File: src/rtl/hazard_ctrl.sv
// hazard_ctrl: hazard unit for a five-stage in-order pipeline.
// Tracks the writers sitting in EX, MEM and WB, decides stall/flush for the
// instruction in ID, registers the operand-forwarding selects for the
// instruction entering EX, and keeps saturating stall/flush counters.
module hazard_ctrl #(
    parameter int REG_AW = 5,
    parameter int CNT_W  = 32,
    parameter int FWD_EN = 1
) (
    input  logic              clk,
    input  logic              reset,
    input  logic              id_valid,
    input  logic [REG_AW-1:0] id_rs,
    input  logic [REG_AW-1:0] id_rt,
    input  logic              id_use_rs,
    input  logic              id_use_rt,
    input  logic [REG_AW-1:0] id_dest,
    input  logic              id_regwrite,
    input  logic              id_memread,
    input  logic              ex_redirect,
    input  logic              mem_busy,
    output logic              stall_if,
    output logic              stall_id,
    output logic              flush_if_id,
    output logic              flush_id_ex,
    output logic              freeze,
    output logic [1:0]        fwd_a_sel,
    output logic [1:0]        fwd_b_sel,
    output logic [CNT_W-1:0]  stall_cnt,
    output logic [CNT_W-1:0]  flush_cnt
);

    // One tracked pipeline slot: who writes which register, and whether the
    // value only becomes available after the memory access.
    typedef struct packed {
        logic              valid;
        logic [REG_AW-1:0] dest;
        logic              regwrite;
        logic              memread;
    } entry_t;

    localparam logic [1:0] SEL_RF     = 2'b00;
    localparam logic [1:0] SEL_EX_MEM = 2'b01;
    localparam logic [1:0] SEL_MEM_WB = 2'b10;
    localparam logic [1:0] SEL_WB_CAP = 2'b11;

    localparam logic [CNT_W-1:0] CNT_MAX = {CNT_W{1'b1}};
    localparam logic [CNT_W-1:0] CNT_ONE = CNT_W'(1);

    entry_t     ex_q;
    entry_t     mem_q;
    entry_t     wb_q;
    entry_t     ex_d;

    logic       rs_ex;
    logic       rs_mem;
    logic       rs_wb;
    logic       rt_ex;
    logic       rt_mem;
    logic       rt_wb;
    logic       hz;
    logic       issue;
    logic [1:0] fwd_a_d;
    logic [1:0] fwd_b_d;

    // The memread flag of the older slots is carried along with the entry
    // but only the EX slot's copy drives a decision.
    logic       unused_memread;
    assign unused_memread = mem_q.memread ^ wb_q.memread;

    // A source depends on a slot only if it is really read, the slot really
    // writes it, and it is not the hard-wired zero register.
    function automatic logic src_match(input entry_t           e,
                                       input logic             use_bit,
                                       input logic [REG_AW-1:0] src);
        return use_bit && e.valid && e.regwrite &&
               (e.dest == src) && (src != '0);
    endfunction

    // The youngest producer wins, since it holds the newest value.
    function automatic logic [1:0] fwd_code(input logic hit_ex,
                                            input logic hit_mem,
                                            input logic hit_wb);
        logic [1:0] code;
        code = SEL_RF;
        if (hit_ex) begin
            code = SEL_EX_MEM;
        end else if (hit_mem) begin
            code = SEL_MEM_WB;
        end else if (hit_wb) begin
            code = SEL_WB_CAP;
        end
        return code;
    endfunction

    // Compare both sources of the ID instruction against every tracked slot.
    always_comb begin
        rs_ex  = src_match(ex_q,  id_use_rs, id_rs);
        rs_mem = src_match(mem_q, id_use_rs, id_rs);
        rs_wb  = src_match(wb_q,  id_use_rs, id_rs);
        rt_ex  = src_match(ex_q,  id_use_rt, id_rt);
        rt_mem = src_match(mem_q, id_use_rt, id_rt);
        rt_wb  = src_match(wb_q,  id_use_rt, id_rt);
    end

    // With forwarding only a load still in EX is too late; without it any
    // in-flight writer of a source blocks the instruction.
    always_comb begin
        hz = 1'b0;
        if (FWD_EN != 0) begin
            hz = (rs_ex || rt_ex) && ex_q.memread;
        end else begin
            hz = rs_ex || rs_mem || rs_wb || rt_ex || rt_mem || rt_wb;
        end
    end

    // Stall/flush decision: a busy memory stage freezes everything, then a
    // taken redirect squashes the front end, then a hazard inserts a bubble.
    always_comb begin
        freeze      = mem_busy;
        stall_if    = 1'b0;
        stall_id    = 1'b0;
        flush_if_id = 1'b0;
        flush_id_ex = 1'b0;
        issue       = id_valid && !hz && !ex_redirect && !mem_busy;
        if (mem_busy) begin
            stall_if = 1'b1;
            stall_id = 1'b1;
        end else if (ex_redirect) begin
            flush_if_id = 1'b1;
            flush_id_ex = 1'b1;
        end else if (hz) begin
            stall_if    = 1'b1;
            stall_id    = 1'b1;
            flush_id_ex = 1'b1;
        end
    end

    // Slot that enters EX on the next edge: the issued instruction or a bubble.
    always_comb begin
        ex_d = '0;
        if (issue) begin
            ex_d.valid    = 1'b1;
            ex_d.dest     = id_dest;
            ex_d.regwrite = id_regwrite;
            ex_d.memread  = id_memread;
        end
    end

    // Forward selects for the instruction about to enter EX, looked up
    // against the slots as they are before the shift.
    always_comb begin
        fwd_a_d = SEL_RF;
        fwd_b_d = SEL_RF;
        if ((FWD_EN != 0) && issue) begin
            fwd_a_d = fwd_code(rs_ex, rs_mem, rs_wb);
            fwd_b_d = fwd_code(rt_ex, rt_mem, rt_wb);
        end
    end

    // Tracking pipe advances in step with the datapath and holds while frozen.
    always_ff @(posedge clk or posedge reset) begin
        if (reset) begin
            ex_q  <= '0;
            mem_q <= '0;
            wb_q  <= '0;
        end else if (!mem_busy) begin
            wb_q  <= mem_q;
            mem_q <= ex_q;
            ex_q  <= ex_d;
        end
    end

    // Forward selects travel with the instruction into EX and hold on freeze.
    always_ff @(posedge clk or posedge reset) begin
        if (reset) begin
            fwd_a_sel <= SEL_RF;
            fwd_b_sel <= SEL_RF;
        end else if (!mem_busy) begin
            fwd_a_sel <= fwd_a_d;
            fwd_b_sel <= fwd_b_d;
        end
    end

    // Saturating stall counter: counts every cycle ID is held, frozen or not.
    always_ff @(posedge clk or posedge reset) begin
        if (reset) begin
            stall_cnt <= '0;
        end else if (stall_id && (stall_cnt != CNT_MAX)) begin
            stall_cnt <= stall_cnt + CNT_ONE;
        end
    end

    // Saturating flush counter: counts every cycle the front end is squashed.
    always_ff @(posedge clk or posedge reset) begin
        if (reset) begin
            flush_cnt <= '0;
        end else if (flush_if_id && (flush_cnt != CNT_MAX)) begin
            flush_cnt <= flush_cnt + CNT_ONE;
        end
    end

endmodule
File: config.mk
export PLATFORM = sky130hd
export DESIGN_NAME = hazard_ctrl
export DESIGN_NICKNAME = d
export VERILOG_FILES = /design/src/rtl/hazard_ctrl.sv
export SDC_FILE = /design/constraint.sdc
export NUM_CORES = 1
export LEC_CHECK = 0
export CAP_MARGIN = 0
export CORE_MARGIN = 1.5
export CORE_UTILIZATION = 46
export DETAILED_ROUTE_END_ITERATION = 8
export PLACE_DENSITY = 0.77
export SYNTH_ARGS = -nofsm -noshare
export SYNTH_HDL_FRONTEND = slang
export SYNTH_SLANG_ARGS = --single-unit
export TNS_END_PERCENT = 1
File: constraint.sdc
create_clock -name clk -period 2.8 [get_ports clk]
set_input_delay 0.42 -clock clk [delete_from_list [all_inputs] [get_ports clk]]
set_output_delay 0.42 -clock clk [all_outputs]
set_load 0.01 [all_outputs]
# Word-level counts from Yosys, hierarchy flattened
# Index checks and enable logic that the tools add are counted.
# W data, S select, Z words.
# totals
elab_cells,76
reg_bits,90
output_inout_bits,73
in_bits,24
# classes
n_addsub,2
n_reduce_logical,36
muxes,16
n_eq_ne,8
# op_table
cell,n
$add A32 B1 Y32 const B,2
$ne A32 B32 Y1 const B,2
$eq A5 B5 Y1,6
$logic_and A1 B1 Y1,30
$mux W2,8
$reduce_bool A5 Y1,2
$mux W8,1
$mux W1,7
$logic_not A1 Y1,3
$logic_or A1 B1 Y1,1

# Depth between registers and ports, before layout
# Gate-level depths: netlist (run 1).
# depth
ltp_word,11
ltp_mapped,8
mapped_depth_nobuf,8

# Worst setup path before layout (run 1)
# OpenSTA, ideal clock, no wires.
# synth_path
path_type,in2out
from,input id_rs[0]
to,output stall_if
path_stages,6
arrival_ns,1.765
path_buffers,1
required_ns,2.380
path_slack_ns,0.615
cell_sequence,or4_1 -> o21a_1 -> nand3_1 -> nand2_1 -> a31o_2 -> buf_4
# synth_via
elab_chain_len,8
elab_cells_between_ends,9
# synth_rtl
element,line_no,text
from (decl),13,"input logic [REG_AW-1:0] id_rs,"
$eq A5 B5 Y1,77,(e.dest == src) && (src != '0);
$logic_and A1 B1 Y1,76,return use_bit && e.valid && e.regwrite &&
$logic_and A1 B1 Y1 (*),77,
$logic_or A1 B1 Y1 (*),111,hz = (rs_ex || rt_ex) && ex_q.memread;
$logic_and A1 B1 Y1 (*),111,
$mux W1 (*) (3 in a row),-,
to (decl),22,"output logic stall_if,"
# Every way passes the cells marked *; elsewhere a longest branch is shown, timed or not.

# Final worst setup path (run 1)
# layout_path
from,input id_rt[1]
to,output stall_if
# layout_via
elab_chain_len,8
elab_cells_between_ends,9
# layout_rtl
element,line_no,text
from (decl),14,"input logic [REG_AW-1:0] id_rt,"
$eq A5 B5 Y1,77,
$logic_and A1 B1 Y1,76,
$logic_and A1 B1 Y1 (*),77,
$logic_or A1 B1 Y1 (*),111,
$logic_and A1 B1 Y1 (*),111,
$mux W1 (*),132,end else if (hz) begin
$mux W1 (*),129,end else if (ex_redirect) begin
$mux W1 (*),126,if (mem_busy) begin
# Marks and branches as above.

==> reports/qor.yml, run 1 <==
grt_usage_pct: 20.75
routed_wl_um: 9902
grt_overflow_total: 0
die_w_um: 100.9
fin_cells: 665
synth_top_family_by_area: "simple AND/OR/NAND/NOR gates"
p_sw_uw: 864.1
synthArstFlopShare_pct: 100.0
period_minus_slack_ns: 2.723
ant_nets: 0
drc: 0
setup_slack_ns: 0.07652
grt-busiest-layer: "met2"
synth_fa_ha_area_share_pct: 0.5671
cts_tree: "built"
drv_slew: 0
comb_power_share_pct: 18.9
final-setup-viol-count: 0
rows: 35
fmax_mhz: 367.2
dpl_worst_slack_ns: -0.2285
pin_count: 97
syn_avg_cell_area_um2: 10.74
leakagePower_nw: 2.641
place_area_um2: 5689
final_nets: 557
die_y_um: 100.9
dp_cells: 649
cp-start-kind: "input pin"
final_area_um2: 5924
netlist_area_um2: 4413
ir_worst_vdd_mv: 0.4346
clock_latency_ns: 0.35
dr.first_iter.drc_count: 88
dieArea_um2: 10190
grt_pass1_vias: 3438
p_per_area_nw_per_um2: 526.2
gp_congestion: 0.8903
synth_compound_area_share_pct: 4.196
path_class: "in -> out"
grt_pass1_wl_um: 16670
wl_per_cell_um: 14.89
hold_class: "in -> async"
numPortBuffers: 96
power_frac_seq_pct: 50.5
antenna_found_initial: 0
grt_max_degree: 50
cts_inserted_buffers: 9
tightest_slew_ns: 0.7440
clock-root-buffer: "clkbuf_8"
post_cts_buffers: 0
synth_nets: 437
dpl.hpwl_um: 7377
synth-xor-area-share_pct: 18.06
ys_ff_latch: 90
status: "complete, no violations"
synth_mux_area_share_pct: 4.083
syn_inst: 411
yosys.area_share.simple_pct: 20.16
clockBufferDepth: 2
required_ns: 2.38
p_int_mw: 2.254
p_clk_share_pct: 30.6
slew_headroom_pct: 50.17
rsz0062_at_grt: "false"
crit_arrival_ns: 2.30
ctsHoldBuffers: 0
cap_violations: 0
cts.clk_slew.worst_paths_ns: 0.09
num-fill-cells: 780
hold_viol_final: 0
fp.coreArea_um2: 9284
synthToLayoutAreaGrowth_pct: 34.25
synth.distinct_cells: 43
synth_edf_count: 0
met2_usage_pct: 33.06
htree_levels: 3
skew_ns: 0.01348
diodes: 0
final_cell_mix: "dfrtp_1, clkdlybuf4s50_1, xor2_1"
yosysSeqAreaShare_pct: 51.03
period_share_pct: 97.27
hold_ws_ns: 0.4003
use_met1_pct: 27.96
vias: 3445
start_util_pct: 47.53
met3_usage_pct: 5.270
cp-end-kind: "primary output"
routed_via_density: 5.180
switching_share_pct: 27.72
cts.sinks: 90
drive_gt1_share_pct: 12.31
cp_max_fo: 3
synthFlopType: "dfrtp_1"
postLayoutCoreUtil_pct: 63.81
dr.pass1.iters: 4
ys.warnings.count: 0
-- timing repair --
action / 4_1_cts / 5_1_grt
pin swaps: 0 / 3
endpoints found under the setup margin: 3 / 3
gates resized for setup: 5 / 6
-- worst max-delay path, stage by stage --
cell and delay, ns:
clkdlybuf4s50_1 0.42, or4_1 0.50, o21a_1 0.23, nand3_2 0.10, nand2_2 0.08, a31o_2 0.27, dlygate4sd2_1 0.28
-- power groups by stage --
stage / Combinational (mW) / Sequential, mW / Clock [mW]
floorplan: 0.241 / 1.60 / 0
global placement: 0.580 / 1.59 / 0
detailed placement: 0.593 / 1.60 / 0
CTS: 0.595 / 1.57 / 0.973
global route: 0.640 / 1.60 / 1.04
finish: 0.589 / 1.58 / 0.953
-- logic make-up (layout without fill, tap and decap cells) --
family / Yosys count / in the layout
multiplexers: 16 / 16
AND/OR/NAND/NOR: 170 / 170
flip-flops: 90 / 90
XOR/XNOR: 91 / 91
adder cells (fa/ha/maj): 2 / 2
AO/OA/AOI/OAI: 24 / 24
buffers and inverters: 18 / 143
-- stage by stage --
stage / power, mW / setup TNS [ns]
floorplan: 1.846 / 0
global placement: 2.171 / -0.5876
detailed placement: 2.191 / -0.6590
CTS: 3.142 / 0
global route: 3.278 / 0
finish: 3.118 / 0
-- cell type report --
| cell class | instances | area, um^2 | share of cell area (%) |
|---|---|---|---|
| clock inverters | 4 | 76.32 | 1.288 |
| multi-input cells | 303 | 2097 | 35.40 |
| inverters | 9 | 35.03 | 0.5913 |
| flip-flops and latches | 90 | 2252 | 38.01 |
| repair buffers | 118 | 1167 | 19.70 |
| clock buffers | 12 | 135.1 | 2.281 |
| well taps | 129 | 161.4 | 2.724 |
-- final timing paths --
kind | to | slack (ns) | from | cells past startpoint
setup / recovery | stall_if | 0.08 | id_rt[1] | 7
hold / removal | stall_cnt[9] | 0.40 | reset | 2
setup reg to reg | flush_cnt[28] | 0.53 | flush_cnt[20] | 7
hold reg to reg | flush_cnt[7] | 0.50 | flush_cnt[7] | 1
max in group asynchronous | stall_cnt[24] | 1.77 | reset | 3
min in group clk | flush_cnt[7] | 0.50 | flush_cnt[7] | 1
-- Yosys cell counts, types with 2 or more instances --
library cell	count	share of area, %
or4_1	2	0.34
xor2_1	55	11
nand4_1	22	3.1
nand2_1	39	3.3
ha_1	2	0.57
nor2_1	27	2.3
o21a_1	3	0.51
buf_4	4	0.68
nand3_1	27	3.1
a22o_1	9	1.8
nor3_1	14	1.6
or3_1	3	0.43
xnor2_1	36	7.1
inv_1	9	0.77
a32o_1	2	0.45
nand2b_1	6	0.85
dfrtp_1	90	51
mux2_2	16	4.1
nor4_1	11	1.6
and3_1	3	0.43
and2_1	2	0.28
and4_1	2	0.40
clkbuf_1	3	0.26
a21oi_1	4	0.45
nor3_2	2	0.45
-- per-layer routing --
| layer | vias up | part of all wire, % |
|---|---|---|
| li1 | 1659 | - |
| met1 | 1678 | 45 |
| met2 | 93 | 47 |
| met3 | 15 | 6.1 |
| met4 | 0 | 1.9 |
| met5 | - | 0 |
-- sequential cells by signal (all words and copies together), names as in the netlist --
signal,flops
ex_q,8
flush_cnt,32
fwd_a_sel,2
fwd_b_sel,2
mem_q,7
stall_cnt,32
wb_q,7
(Power assumes the default switching activity.)
==> run 2: changes to the inputs <==
Settings changed: CORE_UTILIZATION 46 to 55, PLACE_DENSITY 0.77 to 0.86.
Clock period 2.8 ns to 3.4 ns, I/O delays scaled along.
==> run 2 against run 1 <==
Hold slack better by 0.093 ns; final cell count fell by 5.7%; sequential cell count did not move; via count grew 2.1%; clock skew decreased by 0.0043 ns; clock power down 11%; cell area fell by 2.5%; global-route usage is 4.3 points higher; sequential power shrank 18%; largest power group unchanged; count of clock-buffer cells in the layout shrank 1; sequential share of layout area increased by 0.99 points; combinational power down 19%.
==> reports/qor.yml, run 2 (same netlist as run 1, synthesis figures left out) <==
dpl.hpwl_um: 7357
vias: 3517
drc: 0
dr.pass1.iters: 4
routed_wl_um: 10170
drv_slew: 0
cts.clk_slew.worst_paths_ns: 0.09
ant_nets: 0
fmax_mhz: 300.7
skew_ns: 0.009217
leakagePower_nw: 2.560
final-setup-viol-count: 0
min_to: "stall_cnt[10]"
cp-start-kind: "input pin"
hold_viol_final: 0
path_class: "in -> out"
cap_violations: 0
grt_max_degree: 55
cp-end-kind: "primary output"
grt_pass1_wl_um: 16880
die_y_um: 92.58
pin_count: 97
clock-root-buffer: "clkbuf_8"
dieArea_um2: 8570
p_per_area_nw_per_um2: 454.4
timing.rr.end: "stall_cnt[4]"
period_minus_slack_ns: 3.325
required_ns: 2.89
start_util_pct: 57.11
clock_latency_ns: 0.34
grt_pass1_vias: 3510
final_area_um2: 5774
hold_ws_ns: 0.4937
final_nets: 546
routed_via_density: 5.609
slew_headroom_pct: 41.41
r2r_start: "stall_cnt[3]"
reg_top3: "flush_cnt (32), stall_cnt (32), ex_q (8)"
dr.first_iter.drc_count: 109
final_common_cell: "clkdlybuf4s50_1"
period_share_pct: 97.80
rr_worst_depth: 8
status: "complete, no violations"
ctsHoldBuffers: 0
crit_arrival_ns: 2.82
gp_congestion: 0.9217
tightest_slew_ns: 0.8778
num-fill-cells: 532
clockBufferDepth: 2
fp.coreArea_um2: 7727
htree_levels: 3
final_cell_mix: "clkdlybuf4s50_1, dfrtp_1, xor2_1"
die_w_um: 92.58
hp-start: "stall_cnt[10]"
ir_worst_vdd_mv: 0.3218
whs_path_depth: 1
rows: 32
cts_tree: "built"
cts.sinks: 90
numPortBuffers: 96
synthToLayoutAreaGrowth_pct: 30.85
post_cts_buffers: 0
grt_usage_pct: 25.02
wl_per_cell_um: 16.22
cts_inserted_buffers: 9
grt_overflow_total: 0
hold_class: "reg -> reg"
drive_gt1_share_pct: 9.905
antenna_found_initial: 0
diodes: 0
cp_max_fo: 4
place_area_um2: 5535
r2r_setup_slack_ns: 1.00
-- run 2: cell count changes in the layout (fill, tap and decap cells not counted), sizes merged --
| cell | previous run | this run |
|---|---|---|
| clkbuf | 12 | 11 |
| bufinv | 2 | 3 |
| dlygate4sd2 | 3 | 0 |
| buf | 22 | 11 |
| dlymetal6s2s | 3 | 1 |
| clkdlybuf4s50 | 90 | 95 |
-- run 2: layer usage --
| layer | up-vias | share of wire [%] | global-route usage, % |
|---|---|---|---|
| li1 | 1648 | - | - |
| met1 | 1734 | 43 | 31.11 |
| met2 | 109 | 50 | 43.26 |
| met3 | 26 | 5.0 | 3.941 |
| met4 | 0 | 2.6 | 10.38 |
| met5 | - | 0 | 0 |
-- run 2: where the power goes --
| part | internal [mW] | switching, mW | leakage, nW | total (mW) |
|---|---|---|---|---|
| Combinational | 0.265 | 0.210 | 1.25 | 0.475 |
| Sequential | 1.16 | 0.135 | 1.20 | 1.30 |
| Clock | 0.488 | 0.361 | 0.114 | 0.849 |
| Total | 1.92 | 0.706 | 2.56 | 2.62 |
-- run 2: cell type report --
cell class | instances | area, um^2 | share of cell area [%]
Clock buffer | 11 | 131.4 | 2.275
Clock inverter | 5 | 102.6 | 1.777
Inverter | 9 | 35.03 | 0.6067
Multi-Input combinational cell | 303 | 2079 | 36.01
Sequential cell | 90 | 2252 | 39.00
Tap cell | 102 | 127.6 | 2.210
Timing Repair Buffer | 107 | 1046 | 18.11
-- run 2: repair_timing --
item / CTS / global route
gates resized for setup: 0 / 2
hold endpoints to repair: 0 / 0
setup endpoints to repair: 0 / 3
-- run 2: worst max-delay path: stages --
cell and delay [ns]:
clkdlybuf4s50_1 0.45, or4_1 0.59, o21a_1 0.23, nand3_1 0.16
nand2_2 0.12, a31o_2 0.28, clkdlybuf4s50_1 0.48
-- run 2: how the worst max path moves through the flow --
stage	depth (start not counted)	slack, ns	from	end
global route	8	-0.005	id_rt[0]	flush_id_ex
CTS	7	0.09	id_rt[0]	stall_id
finish	7	0.07	id_rt[0]	stall_id
global placement	7	0.20	id_rt[0]	stall_id
floorplan	1	0.55	reset	ex_q[0]
detailed placement	7	0.12	id_rs[0]	stall_id
-- run 2: metrics by stage --
step / total power [mW] / cells / TNS, ns / util, % / setup WS [ns]
after global placement: 1.769 / 611 / 0 / 71.63 / 0.2007
after detailed placement: 1.789 / 611 / 0 / 71.63 / 0.1191
after global routing: 2.733 / 627 / -0.005049 / 74.72 / -0.005049
after floorplan: 1.520 / 411 / 0 / - / 0.5547
final: 2.624 / 627 / 0 / 74.72 / 0.07466
after CTS: 2.635 / 627 / 0 / 74.66 / 0.08573
==> run 3: changes to the inputs <==
Settings changed: CORE_ASPECT_RATIO from default to 1.75.
==> run 3 against run 2 <==
Via count grew 1.4%; global-route usage up 1.1 points; clock power grew 21%; die area rose by 0.24%; wire length increased by 6.2%; core utilization fell by 0.56 points; largest cell class unchanged; highest routed layer unchanged.
==> reports/qor.yml, run 3 (same netlist as run 1, synthesis figures left out) <==
dieArea_um2: 8591
power_frac_seq_pct: 46.3
final_nets: 544
r2r_start: "stall_cnt[3]"
period_minus_slack_ns: 3.335
place_area_um2: 5518
final-setup-viol-count: 0
diodes: 0
clock_latency_ns: 0.34
grt_pass1_vias: 3646
p_clk_share_pct: 36.7
routed_via_density: 5.827
fp.coreArea_um2: 7855
crit_end: "stall_if"
final_common_cell: "clkdlybuf4s50_1"
ir_worst_vdd_mv: 0.5579
cts_inserted_buffers: 9
comb_power_share_pct: 17.0
antenna_found_initial: 0
cts.clk_slew.worst_paths_ns: 0.06
period_share_pct: 98.08
p_int_mw: 2.071
drc: 0
grt_pass1_wl_um: 17400
dp_cells: 597
gp_congestion: 0.8622
final_cell_mix: "clkdlybuf4s50_1, dfrtp_1, xor2_1"
rows: 43
skew_ns: 0.006946
die_y_um: 121.5
pin_count: 97
final_area_um2: 5826
cap_violations: 0
htree_levels: 3
dr.pass1.iters: 5
clockBufferDepth: 2
dpl_worst_slack_ns: 0.05310
status: "complete, no violations"
tightest_slew_ns: 0.7018
path_class: "in -> out"
setup-tns-final_ns: 0
grt_max_degree: 53
cp_max_fo: 4
startpoint: "id_rt[0]"
switching_share_pct: 26.06
dpl.hpwl_um: 7805
cts_tree: "built"
cp-start-kind: "input pin"
setup_slack_ns: 0.06533
cp-end-kind: "primary output"
die_w_um: 70.71
grt_usage_pct: 26.16
dr.first_iter.drc_count: 219
fin_cells: 612
start_util_pct: 56.18
rsz0062_at_grt: "false"
leakagePower_nw: 2.578
grt_overflow_total: 0
drv_slew: 0
clock-root-buffer: "clkbuf_16"
slew_headroom_pct: 53.16
reg_top3: "flush_cnt (32), stall_cnt (32), ex_q (8)"
timing.rr.end: "stall_cnt[17]"
routed_wl_um: 10800
rr_worst_depth: 7
drive_gt1_share_pct: 9.387
synthToLayoutAreaGrowth_pct: 32.01
hold_viol_final: 0
hold_ws_ns: 0.4964
p_sw_uw: 729.8
vias: 3566
cts.sinks: 90
p_per_area_nw_per_um2: 480.7
numPortBuffers: 96
fmax_mhz: 299.9
wl_per_cell_um: 17.65
ctsHoldBuffers: 0
hold_class: "reg -> reg"
crit_arrival_ns: 2.82
required_ns: 2.89
r2r_setup_slack_ns: 0.95
ant_nets: 0
run 3: cell types whose count changed in the layout (fill, tap and decap cells not counted), sizes merged:
cell	change
clkdlybuf4s50	+1
buf	-2
clkinvlp	-1
dlymetal6s2s	-1
bufinv	-1
clkbuf	+1
run 3: power groups by stage:
stage / registers (mW) / clock network (mW) / logic, mW
2_1_floorplan: 1.32 / 0 / 0.198
3_3_place_gp: 1.31 / 0 / 0.460
3_5_place_dp: 1.31 / 0 / 0.472
4_1_cts: 1.30 / 1.04 / 0.481
5_1_grt: 1.31 / 1.09 / 0.517
6_report: 1.30 / 1.03 / 0.476
run 3: how the worst min path moves through the flow:
| stage | to | depth (start not counted) | startpoint |
|---|---|---|---|
| floorplan | ex_q[7] | 1 | ex_q[7] |
| global placement | stall_cnt[10] | 1 | stall_cnt[10] |
| detailed placement | stall_cnt[31] | 1 | stall_cnt[31] |
| CTS | flush_cnt[28] | 1 | flush_cnt[28] |
| global route | fwd_b_sel[1] | 1 | fwd_b_sel[1] |
| finish | flush_cnt[28] | 1 | flush_cnt[28] |
run 3: worst max-delay path: stages:
cell	delay, ns
clkdlybuf4s50_1	0.47
or4_1	0.56
o21a_1	0.22
nand3_1	0.16
nand2_2	0.13
a31o_2	0.30
clkdlybuf4s50_1	0.48
run 3: metrics by stage:
step                      util [%]  power (mW)
after global placement       70.25       1.767
after global routing         74.16       2.916
after CTS                    74.08       2.819
after floorplan                  -       1.520
final                        74.16       2.801
after detailed placement     70.25       1.784
run 3: timing repair:
| item | 4_1_cts | 5_1_grt |
|---|---|---|
| resized for setup | 0 | 2 |
| endpoints found under the setup margin | 0 | 3 |
| setup buffers | 0 | 0 |
run 3: final cells by class:
cell class / count / area, um^2
Timing Repair Buffer: 105 / 1041
Multi-Input combinational cell: 303 / 2083
Clock buffer: 12 / 236.5
Clock inverter: 3 / 65.06
Inverter: 9 / 35.03
Fill cell: 575 / 2029
Tap cell: 90 / 112.6
Sequential cell: 90 / 2252
run 3: metal layers:
layer | vias to the layer above | track usage, % | share of wire, %
met5 | - | 0 | 0
met4 | 0 | 15.09 | 3.7
met3 | 35 | 4.983 | 4.1
met2 | 113 | 43.57 | 53
met1 | 1771 | 31.23 | 39
li1 | 1647 | - | -
